File: src/rtl/wf68k_divider_pipe.sv
// ---------------------------------------------------------------------------------------------
// wf68k_divider_pipe
//
// Restoring divider with a parametrised operand width that retires RADIX_BITS quotient bits
// per CALC cycle. It handles signed/unsigned operands, single- or double-width dividends,
// abort, and early exits for divide-by-zero and guaranteed overflow. Serves DIVU/DIVS
// (word, long, 64/32) beside the ALU.
//
// Optional feature: define WF68K_DIV_EARLY_OUT_EN to skip the leading zero bits of the
// dividend magnitude, which makes latency data dependent. Results are bit-identical.
//
// Parameters:
//   DATA_W        divisor/quotient/remainder width (even, multiple of RADIX_BITS)
//   RADIX_BITS    quotient bits per CALC cycle: 1, 2 or 4
//
// Ports:
//   CLK            clock, rising edge
//   RESET          synchronous active-high reset
//   START          request, accepted only when idle and not busy
//   ABORT          cancel the operation in flight
//   SIGNED_OP      1 = two's-complement operands
//   LONG_DIVIDEND  1 = dividend {DIVIDEND_HI, DIVIDEND_LO}, 0 = DIVIDEND_LO only
//   DIVIDEND_HI    upper dividend half (restored to REMAINDER on error exits)
//   DIVIDEND_LO    lower dividend half (restored to QUOTIENT on error exits)
//   DIVISOR        divisor
//   BUSY           operation in progress, high from the cycle after START through DONE
//   DONE           one-cycle result-valid pulse
//   QUOTIENT       quotient, held until the next DONE
//   REMAINDER      remainder (sign of the dividend), held until the next DONE
//   DIV_ZERO       divisor was zero, held until the next accepted START
//   OVERFLOW       quotient does not fit DATA_W, held until the next accepted START
// ---------------------------------------------------------------------------------------------
module wf68k_divider_pipe #(
    parameter int unsigned DATA_W     = 32,
    parameter int unsigned RADIX_BITS = 1
) (
    input  logic              CLK,
    input  logic              RESET,
    input  logic              START,
    input  logic              ABORT,
    input  logic              SIGNED_OP,
    input  logic              LONG_DIVIDEND,
    input  logic [DATA_W-1:0] DIVIDEND_HI,
    input  logic [DATA_W-1:0] DIVIDEND_LO,
    input  logic [DATA_W-1:0] DIVISOR,
    output logic              BUSY,
    output logic              DONE,
    output logic [DATA_W-1:0] QUOTIENT,
    output logic [DATA_W-1:0] REMAINDER,
    output logic              DIV_ZERO,
    output logic              OVERFLOW
);

    localparam int unsigned DblW     = 2 * DATA_W;
    localparam int unsigned CntW     = $clog2(DblW / RADIX_BITS + 1);
    localparam int unsigned LenW     = $clog2(DblW + 1);
    localparam int unsigned RadixLog = $clog2(RADIX_BITS);

    typedef enum logic [1:0] {
        StIdle,
        StInit,
        StCalc,
        StSign
    } state_e;

    state_e state_q, state_d;

    logic              busy_q, busy_d;
    logic              done_q, done_d;
    logic [DATA_W-1:0] quo_q, quo_d;
    logic [DATA_W-1:0] rem_q, rem_d;
    logic              dz_q, dz_d;
    logic              ovf_q, ovf_d;

    // Operands and mode captured on START
    logic              op_sgn_q, op_sgn_d;
    logic              op_long_q, op_long_d;
    logic [DATA_W-1:0] op_hi_q, op_hi_d;
    logic [DATA_W-1:0] op_lo_q, op_lo_d;
    logic [DATA_W-1:0] op_div_q, op_div_d;

    // Iteration datapath
    logic [DblW-1:0]   dvd_q, dvd_d;    // dividend magnitude, MSB-aligned, shifted out MSB first
    logic [DATA_W-1:0] dvs_q, dvs_d;    // divisor magnitude
    logic [DATA_W-1:0] prem_q, prem_d;  // partial remainder (always < divisor between cycles)
    logic [DATA_W-1:0] qacc_q, qacc_d;  // quotient magnitude accumulator
    logic [CntW-1:0]   cnt_q, cnt_d;    // CALC cycles left

    // -----------------------------------------------------------------------------------------
    // Operand preparation (evaluated from captured operands, used in INIT and SIGN)
    // -----------------------------------------------------------------------------------------
    logic              dvd_neg;
    logic              dvs_neg;
    logic [DblW-1:0]   long_val;
    logic [DATA_W-1:0] short_mag;
    logic [DblW-1:0]   dvd_mag;
    logic [DATA_W-1:0] dvs_mag;
    logic [LenW-1:0]   n_len;
    logic              early_ovf;
    logic [DblW-1:0]   init_dvd;
    logic [CntW-1:0]   init_cnt;
`ifdef WF68K_DIV_EARLY_OUT_EN
    logic [LenW-1:0]   lz;
    logic              lz_found;
`endif

    always_comb begin : prep_comb
        dvd_neg   = op_sgn_q & (op_long_q ? op_hi_q[DATA_W-1] : op_lo_q[DATA_W-1]);
        dvs_neg   = op_sgn_q & op_div_q[DATA_W-1];
        long_val  = {op_hi_q, op_lo_q};
        short_mag = dvd_neg ? -op_lo_q : op_lo_q;
        if (op_long_q) begin
            dvd_mag = dvd_neg ? -long_val : long_val;
            n_len   = LenW'(DblW);
        end else begin
            // Short dividend is left-aligned so CALC always consumes from bit DblW-1
            dvd_mag = {short_mag, {DATA_W{1'b0}}};
            n_len   = LenW'(DATA_W);
        end
        dvs_mag = dvs_neg ? -op_div_q : op_div_q;

        // Upper half >= divisor means the quotient magnitude needs more than DATA_W bits.
        // Passing this check also guarantees the unsigned quotient fits in qacc.
        early_ovf = op_long_q && (dvd_mag[DblW-1:DATA_W] >= dvs_mag);

`ifdef WF68K_DIV_EARLY_OUT_EN
        lz       = '0;
        lz_found = 1'b0;
        for (int i = DblW - 1; i >= 0; i--) begin
            if (!lz_found) begin
                if (dvd_mag[i]) begin
                    lz_found = 1'b1;
                end else begin
                    lz = lz + LenW'(1);
                end
            end
        end
        if (lz > n_len) begin
            lz = n_len;
        end
        lz = lz & ~LenW'(RADIX_BITS - 1);
        // Keep at least one CALC cycle, even for a zero dividend
        if (lz > n_len - LenW'(RADIX_BITS)) begin
            lz = n_len - LenW'(RADIX_BITS);
        end
        init_dvd = dvd_mag << lz;
        init_cnt = CntW'((n_len - lz) >> RadixLog);
`else
        init_dvd = dvd_mag;
        init_cnt = CntW'(n_len >> RadixLog);
`endif
    end

    // -----------------------------------------------------------------------------------------
    // One CALC cycle: RADIX_BITS restoring compare/subtract steps
    // -----------------------------------------------------------------------------------------
    logic [DATA_W:0]   trial;
    logic [DATA_W-1:0] step_rem;
    logic [DblW-1:0]   step_dvd;
    logic [DATA_W-1:0] step_quo;

    always_comb begin : calc_comb
        step_rem = prem_q;
        step_dvd = dvd_q;
        step_quo = qacc_q;
        trial    = '0;
        for (int unsigned s = 0; s < RADIX_BITS; s++) begin
            // DATA_W+1 bits: remainder < divisor, so the shifted value cannot overflow
            trial    = {step_rem, step_dvd[DblW-1]};
            step_dvd = step_dvd << 1;
            if (trial >= {1'b0, dvs_q}) begin
                trial    = trial - {1'b0, dvs_q};
                step_quo = {step_quo[DATA_W-2:0], 1'b1};
            end else begin
                step_quo = {step_quo[DATA_W-2:0], 1'b0};
            end
            step_rem = trial[DATA_W-1:0];
        end
    end

    // -----------------------------------------------------------------------------------------
    // Sign fix-up and signed range check
    // -----------------------------------------------------------------------------------------
    logic              quo_neg;
    logic              fin_ovf;
    logic [DATA_W-1:0] fin_quo;
    logic [DATA_W-1:0] fin_rem;

    always_comb begin : sign_comb
        quo_neg = dvd_neg ^ dvs_neg;
        fin_ovf = 1'b0;
        if (op_sgn_q) begin
            // Positive limit 2^(W-1)-1; negative magnitude limit 2^(W-1)
            fin_ovf = quo_neg ? (qacc_q[DATA_W-1] & (|qacc_q[DATA_W-2:0])) : qacc_q[DATA_W-1];
        end
        fin_quo = quo_neg ? -qacc_q : qacc_q;
        // Remainder follows the dividend sign
        fin_rem = dvd_neg ? -prem_q : prem_q;
    end

    // -----------------------------------------------------------------------------------------
    // Control FSM
    // -----------------------------------------------------------------------------------------
    always_comb begin : fsm_comb
        state_d   = state_q;
        busy_d    = busy_q & ~done_q;  // BUSY drops together with DONE
        done_d    = 1'b0;
        quo_d     = quo_q;
        rem_d     = rem_q;
        dz_d      = dz_q;
        ovf_d     = ovf_q;
        op_sgn_d  = op_sgn_q;
        op_long_d = op_long_q;
        op_hi_d   = op_hi_q;
        op_lo_d   = op_lo_q;
        op_div_d  = op_div_q;
        dvd_d     = dvd_q;
        dvs_d     = dvs_q;
        prem_d    = prem_q;
        qacc_d    = qacc_q;
        cnt_d     = cnt_q;

        unique case (state_q)
            StIdle: begin
                // The DONE cycle sits in IDLE with BUSY still high, so START is ignored there
                if (START && !busy_q) begin
                    op_sgn_d  = SIGNED_OP;
                    op_long_d = LONG_DIVIDEND;
                    op_hi_d   = DIVIDEND_HI;
                    op_lo_d   = DIVIDEND_LO;
                    op_div_d  = DIVISOR;
                    dz_d      = 1'b0;
                    ovf_d     = 1'b0;
                    busy_d    = 1'b1;
                    state_d   = StInit;
                end
            end

            StInit: begin
                if (ABORT) begin
                    busy_d  = 1'b0;
                    state_d = StIdle;
                end else if (op_div_q == '0) begin
                    dz_d    = 1'b1;
                    quo_d   = op_lo_q;
                    rem_d   = op_hi_q;
                    done_d  = 1'b1;
                    state_d = StIdle;
                end else if (early_ovf) begin
                    ovf_d   = 1'b1;
                    quo_d   = op_lo_q;
                    rem_d   = op_hi_q;
                    done_d  = 1'b1;
                    state_d = StIdle;
                end else begin
                    dvd_d   = init_dvd;
                    dvs_d   = dvs_mag;
                    prem_d  = '0;
                    qacc_d  = '0;
                    cnt_d   = init_cnt;
                    state_d = StCalc;
                end
            end

            StCalc: begin
                if (ABORT) begin
                    busy_d  = 1'b0;
                    state_d = StIdle;
                end else begin
                    dvd_d  = step_dvd;
                    prem_d = step_rem;
                    qacc_d = step_quo;
                    cnt_d  = cnt_q - CntW'(1);
                    if (cnt_q == CntW'(1)) begin
                        state_d = StSign;
                    end
                end
            end

            StSign: begin
                if (ABORT) begin
                    busy_d  = 1'b0;
                    state_d = StIdle;
                end else begin
                    if (fin_ovf) begin
                        ovf_d = 1'b1;
                        quo_d = op_lo_q;
                        rem_d = op_hi_q;
                    end else begin
                        quo_d = fin_quo;
                        rem_d = fin_rem;
                    end
                    done_d  = 1'b1;
                    state_d = StIdle;
                end
            end

            default: begin
                state_d = StIdle;
            end
        endcase
    end

    always_ff @(posedge CLK) begin
        if (RESET) begin
            state_q   <= StIdle;
            busy_q    <= 1'b0;
            done_q    <= 1'b0;
            quo_q     <= '0;
            rem_q     <= '0;
            dz_q      <= 1'b0;
            ovf_q     <= 1'b0;
            op_sgn_q  <= 1'b0;
            op_long_q <= 1'b0;
            op_hi_q   <= '0;
            op_lo_q   <= '0;
            op_div_q  <= '0;
            dvd_q     <= '0;
            dvs_q     <= '0;
            prem_q    <= '0;
            qacc_q    <= '0;
            cnt_q     <= '0;
        end else begin
            state_q   <= state_d;
            busy_q    <= busy_d;
            done_q    <= done_d;
            quo_q     <= quo_d;
            rem_q     <= rem_d;
            dz_q      <= dz_d;
            ovf_q     <= ovf_d;
            op_sgn_q  <= op_sgn_d;
            op_long_q <= op_long_d;
            op_hi_q   <= op_hi_d;
            op_lo_q   <= op_lo_d;
            op_div_q  <= op_div_d;
            dvd_q     <= dvd_d;
            dvs_q     <= dvs_d;
            prem_q    <= prem_d;
            qacc_q    <= qacc_d;
            cnt_q     <= cnt_d;
        end
    end

    assign BUSY      = busy_q;
    assign DONE      = done_q;
    assign QUOTIENT  = quo_q;
    assign REMAINDER = rem_q;
    assign DIV_ZERO  = dz_q;
    assign OVERFLOW  = ovf_q;

endmodule

File: config.mk
export PLATFORM = sky130hd
export DESIGN_NAME = wf68k_divider_pipe
export DESIGN_NICKNAME = d
export VERILOG_FILES = /design/src/rtl/wf68k_divider_pipe.sv
export SDC_FILE = /design/constraint.sdc
export NUM_CORES = 1
export LEC_CHECK = 0
export CORE_ASPECT_RATIO = 0.6
export CORE_MARGIN = 3
export CORE_UTILIZATION = 25
export CTS_BUF_LIST = sky130_fd_sc_hd__clkbuf_4 sky130_fd_sc_hd__clkbuf_8 sky130_fd_sc_hd__clkbuf_16
export DETAILED_ROUTE_END_ITERATION = 12
export PLACE_DENSITY = 0.47
export SLEW_MARGIN = 20
export SYNTH_ARGS = -nofsm -noshare
export SYNTH_HDL_FRONTEND = slang
export SYNTH_SLANG_ARGS = --single-unit
File: constraint.sdc
create_clock -name CLK -period 7.2 [get_ports CLK]
set_input_delay 1.8 -clock CLK [delete_from_list [all_inputs] [get_ports CLK]]
set_output_delay 1.8 -clock CLK [all_outputs]
set_load 0.02 [all_outputs]
==> results.md, run 1 <==
* Status: finished clean
* CTS H-tree depth at 2
* Clk buf depth at 3
* CP startpoint: op_lo_q[7]$_SDFFE_PP0P_
* Largest net degree at the start of global routing at 131
* Final Setup Violations at 0
* Final #Nets at 2662
* Final Hold Fails at 0
* Period utilisation layout at 0.920
* Die height at 219 um
* PD cells at roughly 240 nW/um2
* Synth Net Count at roughly 2600
* Ys Warns at 0
* Non-filler instance count after layout at approximately 3500
* Least-Margin Pin Slew at 0.994 ns
* Post-route DRC at 0
* Synth cell types at 72
* Area of the die at 78800 um2
* Yosys reg bits at 335
* DRT iter0 DRCs at ~1800
* Die X at 360 um
* CP endpoint kind: flip-flop
* Syn-to-layout area delta at 21.3%
* R2R depth at 17
* Setup Skew at 0.0180 ns
* IO Port Bufs at 169
* CTS Hold Bufs at 0
* Core region area at 74200 um2
* Most common cell after layout, fill and taps aside: nand2_1
* CP max stage cell: or4b_1
* Startpoint class of the critical path: flip-flop
* Crit Path Max Fanout at 60
* Rows at between 70 and 80
* Max-cap violation count at 0
* Clock transition at the registers of the reported paths at 0.06 ns
* Post-CTS Setup Bufs at 0
* Io pins at 170
* Remaining global-route overflow at 0
* Hold Crit Depth at 2
* Routed vias/inst at about 5.2
* Clock root cell: clkbuf_16
* Worst R2R End: dvd_q[44]$_SDFFE_PP0P_
* Total global-route track usage at 0.188
* Synth Cell Area at 18800 um2
* CTS sink count at 335
* Fraction of layout cells with a size suffix above 1 at 0.0520
* Critical Path RT at around 7.7 ns
* Worst reg2reg setup slack at 0.58 ns
* Crit Path Category: reg -> reg
* Top-area cell type share of the netlist area at 0.356
* CTS resizes at 0
* Initial Utilization at 0.254
* Antenna Nets Post-Route at 0
* Worst Hold Slack at 0.459 ns
* Ys async rst share at 0
* Vias in the first global route at 16922
* WL/cell at 21.9 um
* Post-placement cell count at 3435
* Most frequent cells in the layout: nand2_1 (335), dfxtp_1 (334), nor2_1 (307), a21oi_1 (264), clkdlybuf4s50_1 (168)
* CP cell instances: or4_1, or4b_1, nor3_2, nand4_1, o31ai_1, xor2_1, mux2i_1, ha_1, a21oi_1, o21ai_0, a221oi_1, o22a_1, and3_2, or2_2, buf_4, nor2_1, a311oi_1
* Final setup TNS at 0 ns
* WP data arrival at 7.08 ns
* Mean Syn Cell Area at slightly below 8 um2
* Synth area leader: dfxtp_1
* Power Total at between 5000 and 6000 uW
* Final critical-path required period at 6.62 ns
* Hold Path Class: reg -> reg
* Synth top area cells: dfxtp_1 (36%), a21oi_1 (7.1%), nand2_1 (6.7%), nor2_1 (6.1%), a211oi_1 (5.1%)
* Critical Path Sink: dvd_q[44]$_SDFFE_PP0P_
* Via Count at 18387
* DRT Wirelength at 76800 um
* Main synth FF type: dfxtp_1
* CTS buffer count at 39
* CTS tree: done
* Worst vdd ir at 0.182 mV
* Number of synthesized flops with an enable pin at 0
* LEAKAGE at roughly 0.0082 uW
* Worst r2r src: op_lo_q[7]$_SDFFE_PP0P_
* Initial antenna violation count at 1
* RSZ-0062 raised after global routing: false
* Slew HR at 0.335
* Clock Latency Late Sink at roughly 0.57 ns
* DRT Pass-1 Iters at 6
* Hpwl dp at 57200 um
* Crit path largest cell delay at ~0.65 ns
* First-pass GRT wire length at between 100000 and 150000 um
* Cells after Synth at between 2000 and 2500
* Seq/Total Area, Yosys at 0.356
* Fmax achieved at 151 MHz
* Final Max Tran Viols at 0
* Gpl congestion at 0.941
==> per-layer routing <==
metal | track usage | wire, um
met4 | 0.0308 | 957
met3 | 0.0444 | 6640
met1 | 0.302 | 39900
met5 | 0 | 0
met2 | 0.250 | 29200
==> synthesized netlist by cell type, types with 11 or more instances <==
cell and count:
xnor2_1 75, a21oi_1 266, o31ai_1 31, buf_2 12
a221oi_1 16, and3_1 12, mux2i_1 50, o21ai_0 86
a21o_1 21, a31oi_1 12, o41ai_1 20, nand3_1 21
dfxtp_1 335, or4_1 19, ha_1 70, a311oi_1 13
nor4_1 16, or3_1 11, a211oi_1 128, clkbuf_1 138
nand2_1 335, nor2_1 308, a22o_1 30, xor2_1 105
nor3_1 61, inv_1 67
==> worst max-delay path, delay by kind of cell, from the launching register on <==
kind | cells | cell delay [ns]
muxes | 1 | 0.25
and+or+nand+nor | 7 | 2.94
DFF | 1 | 0.37
AOI/OAI and AO/OA | 6 | 1.40
buffers and inverters | 1 | 0.61
adders and majority gates | 1 | 0.35
xor gates and xnor gates | 1 | 0.52
==> how the worst min path moves through the flow <==
stage                                      start                      to  slack (ns)
after global routing       dvd_q[0]$_SDFFE_PP0P_   dvd_q[0]$_SDFFE_PP0P_        0.47
after global placement    dvd_q[63]$_SDFFE_PP0P_  dvd_q[63]$_SDFFE_PP0P_        0.45
final                      dvd_q[0]$_SDFFE_PP0P_   dvd_q[0]$_SDFFE_PP0P_        0.46
after detailed placement  dvd_q[51]$_SDFFE_PP0P_  dvd_q[51]$_SDFFE_PP0P_        0.45
after floorplan           dvd_q[51]$_SDFFE_PP0P_  dvd_q[51]$_SDFFE_PP0P_        0.43
after CTS                  dvd_q[0]$_SDFFE_PP0P_   dvd_q[0]$_SDFFE_PP0P_        0.46
==> registers in the layout (all words and copies together) (netlist names) <==
name,count
dvd_q,64
QUOTIENT,32
REMAINDER,32
dvs_q,32
op_div_q,32
op_hi_q,32
op_lo_q,32
prem_q,32
qacc_q,32
cnt_q,7
state_q,2
BUSY,1
DIV_ZERO,1
DONE,1
OVERFLOW,1
op_long_q,1
op_sgn_q,1
==> power by group <==
group	internal [uW]	leakage, uW	switching (uW)
clock network	1370	0.000709	851
registers	1940	0.00272	121
logic	459	0.00480	763
==> area by class of cell <==
type	instances	area, um2
inverters	67	251
well taps	987	1230
flip-flops and latches	335	6710
clock inverters	11	205
multi-input cells	1844	11200
fillers	7928	51300
clock buffers	58	1200
diodes	1	2.50
repair buffers	202	2010
==> stage by stage <==
step	util	instance area, um2	setup WS (ns)
after CTS	0.308	22900	0.742
after floorplan	-	18800	2.20
after global placement	0.289	21400	0.811
after global routing	0.308	22900	0.0927
after detailed placement	0.289	21400	0.751
final	0.308	22900	0.576
==> cell families after synthesis <==
logic type | after synthesis | synth area share
compound gates | 683 | 0.233
simple gates | 857 | 0.201
flops | 335 | 0.356
buf+inv | 234 | 0.0508
xor+xnor | 180 | 0.0837
fa+ha+maj | 71 | 0.0475
mux | 53 | 0.0284
Power figures use the tool's default switching activity.
==> run 2: changes to the inputs <==
Settings changed: CTS_BUF_LIST sky130_fd_sc_hd__clkbuf_4 sky130_fd_sc_hd__clkbuf_8 sky130_fd_sc_hd__clkbuf_16 to unset, SLEW_MARGIN 20 to unset.
==> results.md, run 2 (same netlist as run 1, synthesis figures left out) <==
* CP startpoint: op_lo_q[7]$_SDFFE_PP0P_
* Crit Path Max Fanout at 60 (unchanged)
* Die X at 360 um (unchanged)
* Hpwl dp at 57200 um (unchanged)
* Status: finished clean
* PnR worst setup slack at 0.541 ns (-0.0349 ns)
* PD cells at 240 nW/um2 (-0.53%)
* Clk buf depth at 3 (unchanged)
* Fmax achieved at 150 MHz (-0.52%)
* WL/cell at 21.9 um (about the same)
* Startpoint class of the critical path: flip-flop
* CTS buffer count at 39 (unchanged)
* CTS sink count at 335 (unchanged)
* Area of placed instances at 21400 um2 (unchanged)
* Final critical-path required period at 6.66 ns (+0.0349 ns)
* Final Max Tran Viols at 0 (unchanged)
* CTS H-tree depth at 2 (unchanged)
* CP max stage cell: or4b_1
* Final Hold Fails at 0 (unchanged)
* CTS resizes at 0 (unchanged)
* CP cell instances: or4_1, or4b_1, nor3_2, nand4_1, o31ai_1, xor2_1, mux2i_1, ha_1, a21oi_1, o21ai_0, a221oi_1, o22a_1, and3_2, or2_2, buf_4, nor2_1, a311oi_1
* CP Depth at 17 (unchanged)
* Top delay family on crit path: simple AND/OR/NAND/NOR gates
* Post-route DRC at 0 (unchanged)
* Most frequent cells in the layout: nand2_1 (335), dfxtp_1 (334), nor2_1 (307), a21oi_1 (264), clkdlybuf4s50_1 (168)
* Initial antenna violation count at 1 (unchanged)
* LEAKAGE at 0.00819 uW (-0.39%)
* Worst r2r src: op_lo_q[7]$_SDFFE_PP0P_
* Remaining global-route overflow at 0 (unchanged)
* Crit Path Category: reg -> reg
* Worst R2R End: dvd_q[44]$_SDFFE_PP0P_
* Final Setup Violations at 0 (unchanged)
* Worst vdd ir at 0.182 mV (-0.34%)
* Total global-route track usage at 0.188 (about the same)
* Fraction of layout cells with a size suffix above 1 at 0.0485 (-0.00358)
* DRT iter0 DRCs at 1868 (+3.1%)
* IO Port Bufs at 169 (unchanged)
* Via Count at 18369 (-0.098%)
* Power Total at 5470 uW (-0.68%)
* CP endpoint kind: flip-flop
* Antenna Nets Post-Route at 0 (unchanged)
* Area of the die at 78800 um2 (unchanged)
* RSZ-0062 raised after global routing: false
* Worst reg2reg setup slack at 0.54 ns (-0.03 ns)
* Crit path largest cell delay at 0.65 ns (about the same)
* Least-Margin Pin Slew at 1.19 ns (+0.194 ns)
* Syn-to-layout area delta at 21.1%
* Max-cap violation count at 0 (unchanged)
* Post-place setup slack at 0.751 ns (unchanged)
* Core region area at 74200 um2 (unchanged)
* WP data arrival at 7.12 ns (+0.04 ns)
* Hold Crit Start: dvd_q[0]$_SDFFE_PP0P_
* Gpl congestion at 0.941 (unchanged)
* CP bufs+invs at 1 (unchanged)
* Die height at 219 um (unchanged)
* Largest net degree at the start of global routing at 131 (unchanged)
* Max reg flops at 64 (unchanged)
* Post-CTS Setup Bufs at 0 (unchanged)
* Clock transition at the registers of the reported paths at 0.06 ns (about the same)
* Reg with most FFs: dvd_q
* Critical Path Sink: dvd_q[44]$_SDFFE_PP0P_
* DRT Wirelength at 76700 um (about the same)
* Most common cell after layout, fill and taps aside: nand2_1
* Clock Latency Late Sink at 0.57 ns (about the same)
* Clock root cell: clkbuf_16
* Setup Skew at 0.0189 ns (+0.000942 ns)
* CTS Hold Bufs at 0 (unchanged)
* Io pins at 170 (unchanged)
* Final setup TNS at 0 ns (unchanged)
* Hold Path Class: reg -> reg
* DRT Pass-1 Iters at 6 (unchanged)
* R2R depth at 17 (unchanged)
* Final #Nets at 2662 (unchanged)
* Period utilisation layout at 0.925 (+0.00485)
* CTS tree: done
* First-pass GRT wire length at 113000 um (about the same)
* Initial Utilization at 0.254 (unchanged)
* Critical Path RT at 7.66 ns (about the same)
* Routed vias/inst at 5.24 (-0.13%)
* Vias in the first global route at 16928 (+0.035%)
* Slew HR at 0.208 (-0.127)
* Rows at 77 (unchanged)
* Worst Hold Slack at 0.459 ns (-0.000185 ns)
* Final Instance Area at 22800 um2 (-0.15%)
run 2: metrics by stage:
step                cells  utilization
floorplan            2413            -
detailed placement   3435        0.289
global placement     3435        0.289
finish               3506        0.308
CTS                  3504        0.308
global route         3504        0.308
run 2: worst min-delay path by stage:
| stage | end | slack [ns] | cells after the start |
|---|---|---|---|
| after global placement | dvd_q[63]$_SDFFE_PP0P_ | 0.45 | 2 |
| after CTS | dvd_q[0]$_SDFFE_PP0P_ | 0.46 | 2 |
| after detailed placement | dvd_q[51]$_SDFFE_PP0P_ | 0.45 | 2 |
| after floorplan | dvd_q[51]$_SDFFE_PP0P_ | 0.43 | 2 |
| after global routing | dvd_q[0]$_SDFFE_PP0P_ | 0.47 | 2 |
| final | dvd_q[0]$_SDFFE_PP0P_ | 0.46 | 2 |
run 2: power breakdown:
group	leakage (uW)	internal (uW)	total (uW)	switching, uW
Clock	0.000678	1340	2180	849
Combinational	0.00480	459	1220	761
Sequential	0.00272	1940	2060	121
run 2: final cells by class:
cell class / count / area, um2
clock inverters: 11 / 205
inverters: 67 / 251
clock buffers: 58 / 1170
multi-input cells: 1844 / 11200
flip-flops and latches: 335 / 6710
fillers: 7939 / 51400
repair buffers: 202 / 2010
diodes: 2 / 5.00
well taps: 987 / 1230
run 2: tightest hold or removal path: cells and delay by family, from the launching register on:
kind	cells	cell delay, ns
compound gates	1	0.05
flops	1	0.31
simple gates	1	0.05
run 2: layer usage:
| layer | track usage | vias up | routed length, um |
|---|---|---|---|
| li1 | - | 8697 | - |
| met1 | 0.302 | 8933 | 39800 |
| met3 | 0.0444 | 63 | 6770 |
| met4 | 0.0308 | 0 | 924 |
| met2 | 0.250 | 676 | 29300 |
| met5 | 0 | - | 0 |
